--- src/rtl/wishbone_uart_tx_slave.sv ---
// Wishbone classic slave that buffers console bytes in a FIFO and drains them into uart_tx.
// Optional WB_UART_TX_HEX_EN adds a register that pushes a byte as two ASCII hex characters.
module wishbone_uart_tx_slave #(
    parameter int unsigned FIFO_DEPTH  = 16,
    parameter logic [31:0] TXDATA_ADDR = 32'h0,
    parameter logic [31:0] STATUS_ADDR = 32'h4,
    parameter logic [31:0] CTRL_ADDR   = 32'h8,
    parameter logic [31:0] HEX_ADDR    = 32'hC
) (
    input  logic        clk_i,
    input  logic        rst_i,
    input  logic [31:0] addr_i,
    input  logic        we_i,
    input  logic [63:0] data_i,
    input  logic        cyc_i,
    input  logic        stb_i,
    output logic [63:0] data_o,
    output logic        ack_o,
    output logic [7:0]  tx_data_o,
    output logic        tx_data_valid_o,
    input  logic        tx_data_ready_i
);

    localparam int unsigned AW = $clog2(FIFO_DEPTH);
    localparam int unsigned PW = AW + 1;

    typedef enum logic [1:0] {IDLE, PRESENT, GAP} state_t;

    logic [7:0]    mem [FIFO_DEPTH];
    logic [PW-1:0] wptr, rptr, level;
    logic          empty, full, overflow, armed;
    logic          accept, wr_txdata, flush, clr_ovf, room1, push1, pop;
    logic [63:0]   rdata;
    state_t        state, state_nxt;
    logic          valid_nxt;
    logic [7:0]    data_nxt;

    assign accept    = cyc_i & stb_i & armed;
    assign wr_txdata = accept & we_i & (addr_i == TXDATA_ADDR);
    assign flush     = accept & we_i & (addr_i == CTRL_ADDR) & data_i[0];
    assign clr_ovf   = accept & we_i & (addr_i == CTRL_ADDR) & data_i[1];

    assign level = wptr - rptr;
    assign empty = (wptr == rptr);
    assign full  = (wptr[AW] != rptr[AW]) && (wptr[AW-1:0] == rptr[AW-1:0]);
    // A pop on the same edge frees a slot, so a full FIFO still accepts a push.
    assign room1 = ~full | pop;
    assign push1 = wr_txdata & room1;

`ifdef WB_UART_TX_HEX_EN
    localparam int unsigned LW = AW + 2;
    logic          wr_hex, room2, push2;
    logic [LW-1:0] avail;

    function automatic logic [7:0] hex_char(input logic [3:0] n);
        return (n < 4'd10) ? (8'h30 + {4'h0, n}) : (8'h37 + {4'h0, n});
    endfunction

    assign wr_hex = accept & we_i & (addr_i == HEX_ADDR);
    assign avail  = LW'(FIFO_DEPTH) - LW'(level) + LW'(pop);
    assign room2  = (avail >= LW'(2));
    assign push2  = wr_hex & room2;
`else
    logic unused_hex;
    assign unused_hex = ^HEX_ADDR;
`endif

    logic unused_bits;
    assign unused_bits = ^data_i[63:8];

    assign rdata = (addr_i == STATUS_ADDR)
                 ? {48'b0, 8'(level), 5'b0, overflow, empty, full}
                 : 64'h0;

    // Bus handshake: one access per strobe, re-armed once stb drops.
    always_ff @(posedge clk_i) begin
        if (rst_i) begin
            armed  <= 1'b1;
            ack_o  <= 1'b0;
            data_o <= 64'h0;
        end else begin
            ack_o  <= accept;
            data_o <= (accept & ~we_i) ? rdata : 64'h0;
            if (accept)
                armed <= 1'b0;
            else if (!stb_i)
                armed <= 1'b1;
        end
    end

    always_ff @(posedge clk_i) begin
        if (push1)
            mem[wptr[AW-1:0]] <= data_i[7:0];
`ifdef WB_UART_TX_HEX_EN
        if (push2) begin
            mem[wptr[AW-1:0]]              <= hex_char(data_i[7:4]);
            mem[wptr[AW-1:0] + AW'(1)]     <= hex_char(data_i[3:0]);
        end
`endif
    end

    always_ff @(posedge clk_i) begin
        if (rst_i) begin
            wptr     <= '0;
            rptr     <= '0;
            overflow <= 1'b0;
        end else begin
            if (flush) begin
                wptr <= '0;
                rptr <= '0;
            end else begin
                if (pop)
                    rptr <= rptr + PW'(1);
                if (push1)
                    wptr <= wptr + PW'(1);
                else if (wr_txdata)
                    overflow <= 1'b1;
`ifdef WB_UART_TX_HEX_EN
                if (push2)
                    wptr <= wptr + PW'(2);
                else if (wr_hex)
                    overflow <= 1'b1;
`endif
            end
            if (clr_ovf)
                overflow <= 1'b0;
        end
    end

    always_ff @(posedge clk_i) begin
        if (rst_i) begin
            state           <= IDLE;
            tx_data_valid_o <= 1'b0;
            tx_data_o       <= 8'h0;
        end else begin
            state           <= state_nxt;
            tx_data_valid_o <= valid_nxt;
            tx_data_o       <= data_nxt;
        end
    end

    // Drain FSM: present head byte, pop on ready, then one idle gap cycle.
    always_comb begin
        state_nxt = state;
        valid_nxt = tx_data_valid_o;
        data_nxt  = tx_data_o;
        pop       = 1'b0;
        case (state)
            IDLE: begin
                if (!empty) begin
                    state_nxt = PRESENT;
                    valid_nxt = 1'b1;
                    data_nxt  = mem[rptr[AW-1:0]];
                end
            end
            PRESENT: begin
                if (tx_data_ready_i) begin
                    pop       = 1'b1;
                    valid_nxt = 1'b0;
                    state_nxt = GAP;
                end
            end
            GAP:     state_nxt = IDLE;
            default: state_nxt = IDLE;
        endcase
        if (flush) begin
            state_nxt = IDLE;
            valid_nxt = 1'b0;
        end
    end

endmodule

--- config.mk ---
export PLATFORM = sky130hd
export DESIGN_NAME = wishbone_uart_tx_slave
export DESIGN_NICKNAME = d
export VERILOG_FILES = /design/src/rtl/wishbone_uart_tx_slave.sv
export SDC_FILE = /design/constraint.sdc
export NUM_CORES = 1
export LEC_CHECK = 0
export ABC_AREA = 1
export BUFFER_PORTS_ARGS = -buffer_cell sky130_fd_sc_hd__buf_2
export CORE_MARGIN = 8
export CORE_UTILIZATION = 45
export CTS_CLUSTER_DIAMETER = 200
export CTS_CLUSTER_SIZE = 8
export DETAILED_ROUTE_END_ITERATION = 8
export PLACE_DENSITY = 0.69
export RECOVER_POWER = 50
export SLEW_MARGIN = 20
export SYNTH_ARGS = -nofsm -noshare
export SYNTH_HDL_FRONTEND = slang
export SYNTH_SLANG_ARGS = --single-unit
export TNS_END_PERCENT = 5
--- constraint.sdc ---
create_clock -name clk_i -period 3.5 [get_ports clk_i]
set_input_delay 0.7 -clock clk_i [delete_from_list [all_inputs] [get_ports clk_i]]
set_output_delay 0.7 -clock clk_i [all_outputs]
set_load 0.01 [all_outputs]
==> run summary, run 1 <==
The run finished with clean final reports. Timing would allow up to about 0.34 GHz. The number of input and output port buffers inserted is 63.

The setup slack after layout came out at 0.585 ns. The clock edge transition at the registers on the reported setup and hold paths came out at roughly 0.06 ns. The initial antenna violation count came out at 0. The slew at the pin closest to its max-slew limit is about 1.1 ns. The count of routing violations after the opening detailed-route iteration is 376. For this run, the share of the core covered by cells in the final layout is around half. The largest single stage delay on the critical path is 0.71 ns. The share of total power in the clock network came out at 45.8%. The congestion estimate from routability-driven global placement came to slightly below 0.8. The area of the placeable core is roughly 0.016 mm². The synthesized design contains 160 register bits. The analysis attributes to net switching a power of 827 µW. The clock period minus final worst setup slack came out at 2.91 ns. Across the VDD grid, the largest voltage drop is 0.326 mV. In the final routing, the length of wire on met1 measures 6.50 mm.

The switching share of total power came out at between 20% and 30%. The number of setup buffers added after CTS is 0. The worst setup path is captured at a flip-flop. The fraction of final layout cells sized beyond drive strength 1 is ~16%. The cell taking the most area after synthesis is sky130_fd_sc_hd__edfxtp_1.

The routed wire length on met3 is 1.17 mm. The combined area of all synthesized cells came out at 0.00724 mm². The number of setup violations in the final report is 0. The number of clock sinks is 160. The compound-cell area share of the yosys netlist came out at 7.70%. Sorting the synthesized cells by area gives the leading types as sky130_fd_sc_hd__edfxtp_1 53%, sky130_fd_sc_hd__dfxtp_1 8.8%, sky130_fd_sc_hd__nor2_1 6.9%. The tightest min-delay check is of the reg2reg type. The root buffer cell chosen for the clock tree is sky130_fd_sc_hd__clkbuf_16. The number of buffers inserted for hold repair after clock tree synthesis is 0. The critical path is of the in2reg type. Using the TritonRoute via totals, the vias-per-cell ratio works out to 4.92. In this run the most critical hold path is launched from overflow. The depth of the most critical reg-to-reg path came out at 8.

The final net count is 853. At the placement stage, the worst setup path has a slack of 0.689 ns. The signal on the critical path passes through clkbuf_1 > nand3_1 > nor2_1 > nand2_4 > nor2_1 > nand3_4 > inv_4 > nand2_2 > nor2_1.

The clock insertion delay at the later pin of the skew report came out at 0.42 ns. The vertical die dimension came out at 143 µm. Across all register-to-register paths, the minimum setup slack is 0.69 ns. In this run the top signal layer used is met4.

The post-route DRC violation count came out at 0. The power per cell area is between 400 and 500 mW/mm². The global-route wire length before repair came out at 23.3 mm. Dividing the final minimum period by the clock period gives 83.3%.

For hold timing, the worst endpoint is data_o[2]. The instance count of the mapped netlist came out at 676. The starting utilization of the core area came out at between 40% and 50%.

Data arrives at the worst endpoint at 2.95 ns. The number of warnings reported in the yosys synthesis log came out at 0. The sequential share of the synthesized area is a little over 60%. The worst clock skew came out at 0.00834 ns. The cell family contributing the most delay on the critical path is simple AND/OR/NAND/NOR gates. After synthesis, the largest family of logic cells by area is simple AND/OR/NAND/NOR gates. The sequential share of power came out at 51.8%.

The detailed-router iteration count before antenna repair came out at 4. On the critical path, the stage with the largest delay is an instance of sky130_fd_sc_hd__nor2_1. The number of buffers and inverters on the critical path is 2.

The share of synthesized area spent on multiplexers is 0%. The leakage component of the power came out at between 0.002 and 0.003 µW. The total count of max-transition violations in the final report is 0. The share of synthesized cell area in full adder, half adder and majority cells is between 1.5 and 2%. The cell occurring most often along the worst timing path is sky130_fd_sc_hd__nor2_1. The basic-gate share of the synthesized area counting and, or, nand and nor cells is 18.4%. The max-capacitance violation count came out at 0. Power comes to just under 4000 µW. The final antenna-violating net count is 0. For the worst setup path, the data required time is 3.54 ns.

The TritonCTS buffer count is 17. Headroom to the max-slew limit came out at between 20% and 30%. TritonCTS built the clock tree. In this run the critical register-to-register path is captured at mem[9][2].

Along the worst hold path, the cell count comes to 2. Relative to the synthesized area, the layout overhead comes to 11.4%. The setup TNS is 0 ns.

The total inserted antenna cells is 0. The via count of the first global-routing pass is 4406. The count of endpoints failing hold in the final timing report is 0. The post-cts resize count came out at 0.

The share of the synthesized area in the top cell type came out at 53.1%. The number of logic stages on the critical path including buffering came out at 9. The distinct cell type count after synthesis is 41. The width of the chip came out at around 140 µm. STA classifies the critical path startpoint as an input pin. The final wirelength came out at 15.4 mm. In this run the worst path has a maximum fanout of 8. Entering global routing, the biggest net connects 69 pins. The number of levels the H-tree was split into is 4. The reg-to-reg startpoint is armed.

The floorplan die area came out at 0.0204 mm². The global-route congestion overflow total came out at 0. The maximum buffer depth of the clock tree is 2. Setup repair after global routing left no endpoint under its margin. The final design area excluding fillers is 0.00807 mm². The wire length per cell came out at ~16 µm. The area of placed instances is 0.00755 mm². The number of I/O pins came out at about 180. The via total after detailed routing is 4771.

The internal power contribution came out at 3130 µW. The post-synthesis share of cell area spent on xor and xnor gates is 1.07%. The met2 layer wire length in the routed design came out at 7.52 mm. The global routing usage summed across all routing layers came out at 15.2%. The post-synthesis average cell area is 10.7 µm².

The estimated wirelength of the detail-placed design is 10.2 mm. The logic gate share of total power came out at 2.3%. The row count is 46.
-- registers in the layout (all words and copies together), names as in the netlist --
signal and flops:
ack_o 1, armed 1, data_o 8, mem 128
overflow 1, rptr 5, state 2, tx_data_o 8
tx_data_valid_o 1, wptr 5
-- routing by layer --
layer	vias to the layer above	GRT usage, %
li1	2334	-
met1	2268	18.1
met2	154	26.1
met3	15	3.57
met4	0	5.82
met5	-	0
-- cell type report --
type / count / area, µm²
Fill cell: 1408 / 7760
Sequential cell: 160 / 4490
Multi-Input combinational cell: 467 / 2270
Clock buffer: 17 / 425
Timing Repair Buffer: 73 / 370
Tap cell: 216 / 270
Clock inverter: 15 / 159
Inverter: 22 / 86.3
-- worst max path at each step --
stage / from / endpoint / slack (ns)
final: stb_i / mem[9][2] / 0.59
after floorplan: rptr[3] / mem[11][0] / 1.24
after detailed placement: addr_i[29] / mem[8][5] / 0.69
after global placement: addr_i[31] / mem[8][5] / 0.72
after global routing: stb_i / mem[9][2] / 0.39
after CTS: rptr[1] / mem[8][2] / 0.79
-- worst register-to-register path, stage by stage, from the launching register on --
cell	delay [ns]
sky130_fd_sc_hd__dfxtp_1	0.33
sky130_fd_sc_hd__nand3_1	0.11
sky130_fd_sc_hd__nor2_1	0.48
sky130_fd_sc_hd__nand2_4	0.06
sky130_fd_sc_hd__nor2_1	0.38
sky130_fd_sc_hd__nand3_4	0.15
sky130_fd_sc_hd__inv_4	0.12
sky130_fd_sc_hd__nand2_2	0.09
sky130_fd_sc_hd__nor2_1	0.71
-- cell families (layout without fill, tap and decap cells) --
| family | Yosys count | after routing |
|---|---|---|
| fa+ha+maj | 10 | 10 |
| flops | 160 | 160 |
| buf+inv | 104 | 127 |
| compound gates | 96 | 96 |
| other cells | 1 | 56 |
| simple gates | 297 | 297 |
| xor+xnor | 8 | 8 |
-- placed cells by master, fill, tap and decap left out, types with 5 or more instances in the layout --
cell,instances
sky130_fd_sc_hd__dfxtp_1,31
sky130_fd_sc_hd__clkbuf_16,17
sky130_fd_sc_hd__nand4_1,7
sky130_fd_sc_hd__ha_1,9
sky130_fd_sc_hd__o21ai_0,41
sky130_fd_sc_hd__o211ai_1,14
sky130_fd_sc_hd__nor2_2,10
sky130_fd_sc_hd__edfxtp_1,128
sky130_fd_sc_hd__buf_4,8
sky130_fd_sc_hd__o21ai_1,17
sky130_fd_sc_hd__nand3_1,39
sky130_fd_sc_hd__a21oi_2,10
sky130_fd_sc_hd__nand2_1,89
sky130_fd_sc_hd__xor2_1,5
sky130_fd_sc_hd__nor2_1,135
sky130_fd_sc_hd__clkbuf_1,24
sky130_fd_sc_hd__a21oi_1,10
sky130_fd_sc_hd__inv_1,17
sky130_fd_sc_hd__buf_2,39
sky130_fd_sc_hd__conb_1,56
-- power groups by stage --
stage          clock (µW)  sequential [µW]  combinational, µW
2_1_floorplan           0             2090               92.0
3_3_place_gp            0             2090               92.0
3_5_place_dp            0             2090               94.0
4_1_cts              1840             2050               94.0
5_1_grt              1920             2050                101
6_report             1810             2050               92.3
-- per-stage QoR --
step / hold slack (ns) / cells
finish: 0.452 / 970
global route: 0.474 / 970
CTS: 0.449 / 970
detailed placement: 0.442 / 938
global placement: 0.431 / 938
floorplan: 0.416 / 731
-- cells in the mapped netlist, drive strengths merged --
cell	count
clkinv	2
nor3	2
conb	1
nand3	44
nand3b	1
o22ai	4
edfxtp	128
fa	1
xnor2	2
ha	9
xor2	6
buf	75
clkbuf	7
or2	2
o211ai	14
nand2	95
nor2	145
nor4	1
nand4	7
dfxtp	32
inv	20
o21ai	58
a21oi	20
Power figures use the tool's default switching activity.
==> run 2: changes to the inputs <==
- PLACE_DENSITY: 0.69 -> 0.72
- clock period: 3.5 -> 2.5 ns (I/O delays scaled with it)
==> run 2 against run 1 <==
Effect of this change: non-clock buffer count rose by 19; first-iteration DRC count down 12%; hold slack lost 0.19 ns; total power increased by 35%; largest power group unchanged; cell area rose by 1.4%; critical endpoint is now mem[14][6]; largest cell class unchanged.
==> run summary, run 2 (same netlist as run 1, synthesis figures left out) <==
The TritonCTS buffer count is 17 (unchanged). The critical path required time is 2.64 ns (-0.90 ns). The global-route wire length before repair came out at 22.6 mm (-2.7%). The vertical die dimension came out at 143 µm (unchanged). The power per cell area came out at 651 mW/mm² (+33%).

The root buffer cell is sky130_fd_sc_hd__clkbuf_16. The final net count was 872 (+2.2%). The via total after detailed routing came to 4774 (+0.063%).

The library cell used most frequently in the layout, excluding fill and tap cells, is sky130_fd_sc_hd__nor2_1. The arrival time of the worst setup path came out at 2.31 ns (-0.64 ns). The combined flip-flop and latch cell area is 0.00449 mm² (unchanged). The path class of the tightest hold or removal check is in2reg.

Setup repair after global routing left no endpoint under its margin. The row count is 46 (unchanged). The estimated wirelength of the detail-placed design is 9.98 mm (-1.8%). The maximum operating frequency came out at 0.461 GHz.

The area of the placeable core is 0.0158 mm² (unchanged). The width of the chip is 143 µm (unchanged). The pin count of the biggest net entering global routing is 66 (-4.3%).

The starting utilization of the core area came out at 45.8% (unchanged). The number of input and output port buffers inserted came out at 63 (unchanged). The number of levels the H-tree was split into is 4 (unchanged). The beginning of the worst hold path is rst_i.

The worst-case headroom to the max-slew limit is 52.5% (+26 points). The filler cell count came out at 1376 (-2.3%). The endpoint identified for the worst register-to-register timing path is mem[14][6].

The leakage component of the power came to 0.00309 µW (+3.4%). The number of clock sinks is 160 (unchanged). The number of flip-flops under the largest register name is 128 (unchanged). The wire length per cell is 14.9 µm (-6.2%). The setup path with the least slack is of type reg2reg.

The count of endpoints failing hold in the final timing report came out at 0 (unchanged). STA classifies the critical path startpoint as a flip-flop. The clock period minus final worst setup slack came out at 2.17 ns. The reg2reg setup slack was 0.33 ns (-0.36 ns). The placer congestion estimate is 0.793 (+1.3%).

The number of buffers added for setup after CTS was 0 (unchanged). The average vias per placed instance was 4.83 (-1.9%). The total count of max-transition violations in the final report came out at 0 (unchanged). The floorplan die area came to 0.0204 mm² (unchanged). The final antenna-violating net count is 0 (unchanged). The number of I/O pins came to 176 (unchanged).

The count of routing violations after the opening detailed-route iteration came out at 330 (-12%). The max-capacitance violation count is 0 (unchanged). The final non-filler cell total is 989 (+2.0%). The count of cells along the worst hold path is 2 (unchanged).

The depth of the most critical reg-to-reg path was 10 (+2). In the layout the commonest cells are 135 x sky130_fd_sc_hd__nor2_1, 128 x sky130_fd_sc_hd__edfxtp_1, 89 x sky130_fd_sc_hd__nand2_1, 56 x sky130_fd_sc_hd__conb_1, 41 x sky130_fd_sc_hd__o21ai_0. The post-route DRC violation count came to 0 (unchanged).

The slew at the pin closest to its max-slew limit is 0.712 ns (-0.388 ns). The worst supply voltage drop on vdd came out at 0.435 mV (+33%). The global-route congestion overflow total came out at 0 (unchanged).

The area added between synthesis and finish came out at 13.0%. The total placed cells including tap cells came out at 957 (+2.0%). The clock edge transition at the registers on the reported setup and hold paths came to 0.06 ns (about the same).

The path with the worst hold slack has its endpoint at ack_o. The number of buffers inserted for hold repair after clock tree synthesis is 0 (unchanged). The clock insertion delay at the later pin of the skew report is 0.42 ns (about the same). STA classifies the critical path endpoint as a flip-flop. The global routing usage summed across all routing layers is 14.6% (-0.60 points).

The total inserted antenna cells came to 0 (unchanged). The worst register-to-register path begins at wptr[0]. The initial antenna violation count came out at 0 (unchanged). TritonCTS built the clock tree. The detailed-router iteration count before antenna repair came out at 5 (+1).

The worst path uses 86.8% of the clock period. The via count of the first global-routing pass is 4310 (-2.2%). The final wirelength was 14.7 mm (-4.4%).

The footprint of the multi-input gates came to 0.00229 mm² (+0.83%). The number of setup violations in the final report came to 0 (unchanged). The setup TNS is 0 ns (unchanged). The run finished with clean final reports. The maximum buffer depth of the clock tree is 2 (unchanged).

The worst clock skew came to 0.00836 ns (+0.0000215 ns). The post-cts resize count came out at 0 (unchanged). The fraction of final layout cells sized beyond drive strength 1 came to 17.6% (+1.8 points).

The peak fanout along the critical path came out at 8 (unchanged).
[run 2: cell types whose count changed in the layout (fill, tap and decap cells not counted), moves of 2 or more]
cell	delta
sky130_fd_sc_hd__buf_2	-2
sky130_fd_sc_hd__buf_4	+19
sky130_fd_sc_hd__bufinv_16	-2
sky130_fd_sc_hd__clkbuf_1	+3
sky130_fd_sc_hd__clkinv_2	+3
sky130_fd_sc_hd__inv_6	-2
[run 2: worst max-delay path by stage]
| stage | from | end | depth (start not counted) |
|---|---|---|---|
| global placement | addr_i[31] | mem[14][7] | 11 |
| detailed placement | addr_i[31] | mem[14][7] | 11 |
| finish | wptr[0] | mem[14][6] | 10 |
| global route | armed | mem[14][6] | 9 |
| floorplan | rptr[3] | mem[11][0] | 10 |
| CTS | wptr[0] | mem[14][6] | 10 |
[run 2: where the power goes]
group          switching, µW  internal (µW)
clock network           1050           1280
logic                   98.5           30.6
registers              0.619           2870
[run 2: area by class of cell]
| type | count | area share, % |
|---|---|---|
| flip-flops and latches | 160 | 54.8 |
| multi-input cells | 467 | 28.0 |
| repair buffers | 92 | 6.22 |
| clock buffers | 17 | 5.20 |
| well taps | 216 | 3.30 |
| clock inverters | 15 | 1.38 |
| inverters | 22 | 1.06 |
[run 2: per-layer routing]
layer	up-vias	share of wire (%)	global-route usage, %
met3	15	8.5	2.67
met4	0	1.5	6.04
met1	2227	41	18.1
met2	165	49	24.5
li1	2367	-	-
met5	-	0	0
[run 2: per-stage QoR]
step                      hold WS, ns  instance area, µm²  setup WS, ns  power, µW  util (%)
after detailed placement        0.436                7700         0.344       3060      48.6
after floorplan                 0.416                7450         0.243       3060         -
after global routing            0.259                8180         0.102       5470      51.7
after CTS                       0.245                8240         0.299       5360      52.0
final                           0.261                8180         0.329       5330      51.7
after global placement          0.432                7700         0.369       3060      48.6
[run 2: worst max-delay path, cell delays in order, from the launching register on]
cell and delay [ns]:
sky130_fd_sc_hd__dfxtp_1 0.40, sky130_fd_sc_hd__inv_1 0.13, sky130_fd_sc_hd__ha_1 0.34, sky130_fd_sc_hd__nand2_1 0.07
sky130_fd_sc_hd__nor2_1 0.06, sky130_fd_sc_hd__nand3_2 0.19, sky130_fd_sc_hd__nand3_4 0.12, sky130_fd_sc_hd__inv_4 0.10
sky130_fd_sc_hd__nand2_2 0.08, sky130_fd_sc_hd__nor2_1 0.20, sky130_fd_sc_hd__buf_4 0.20
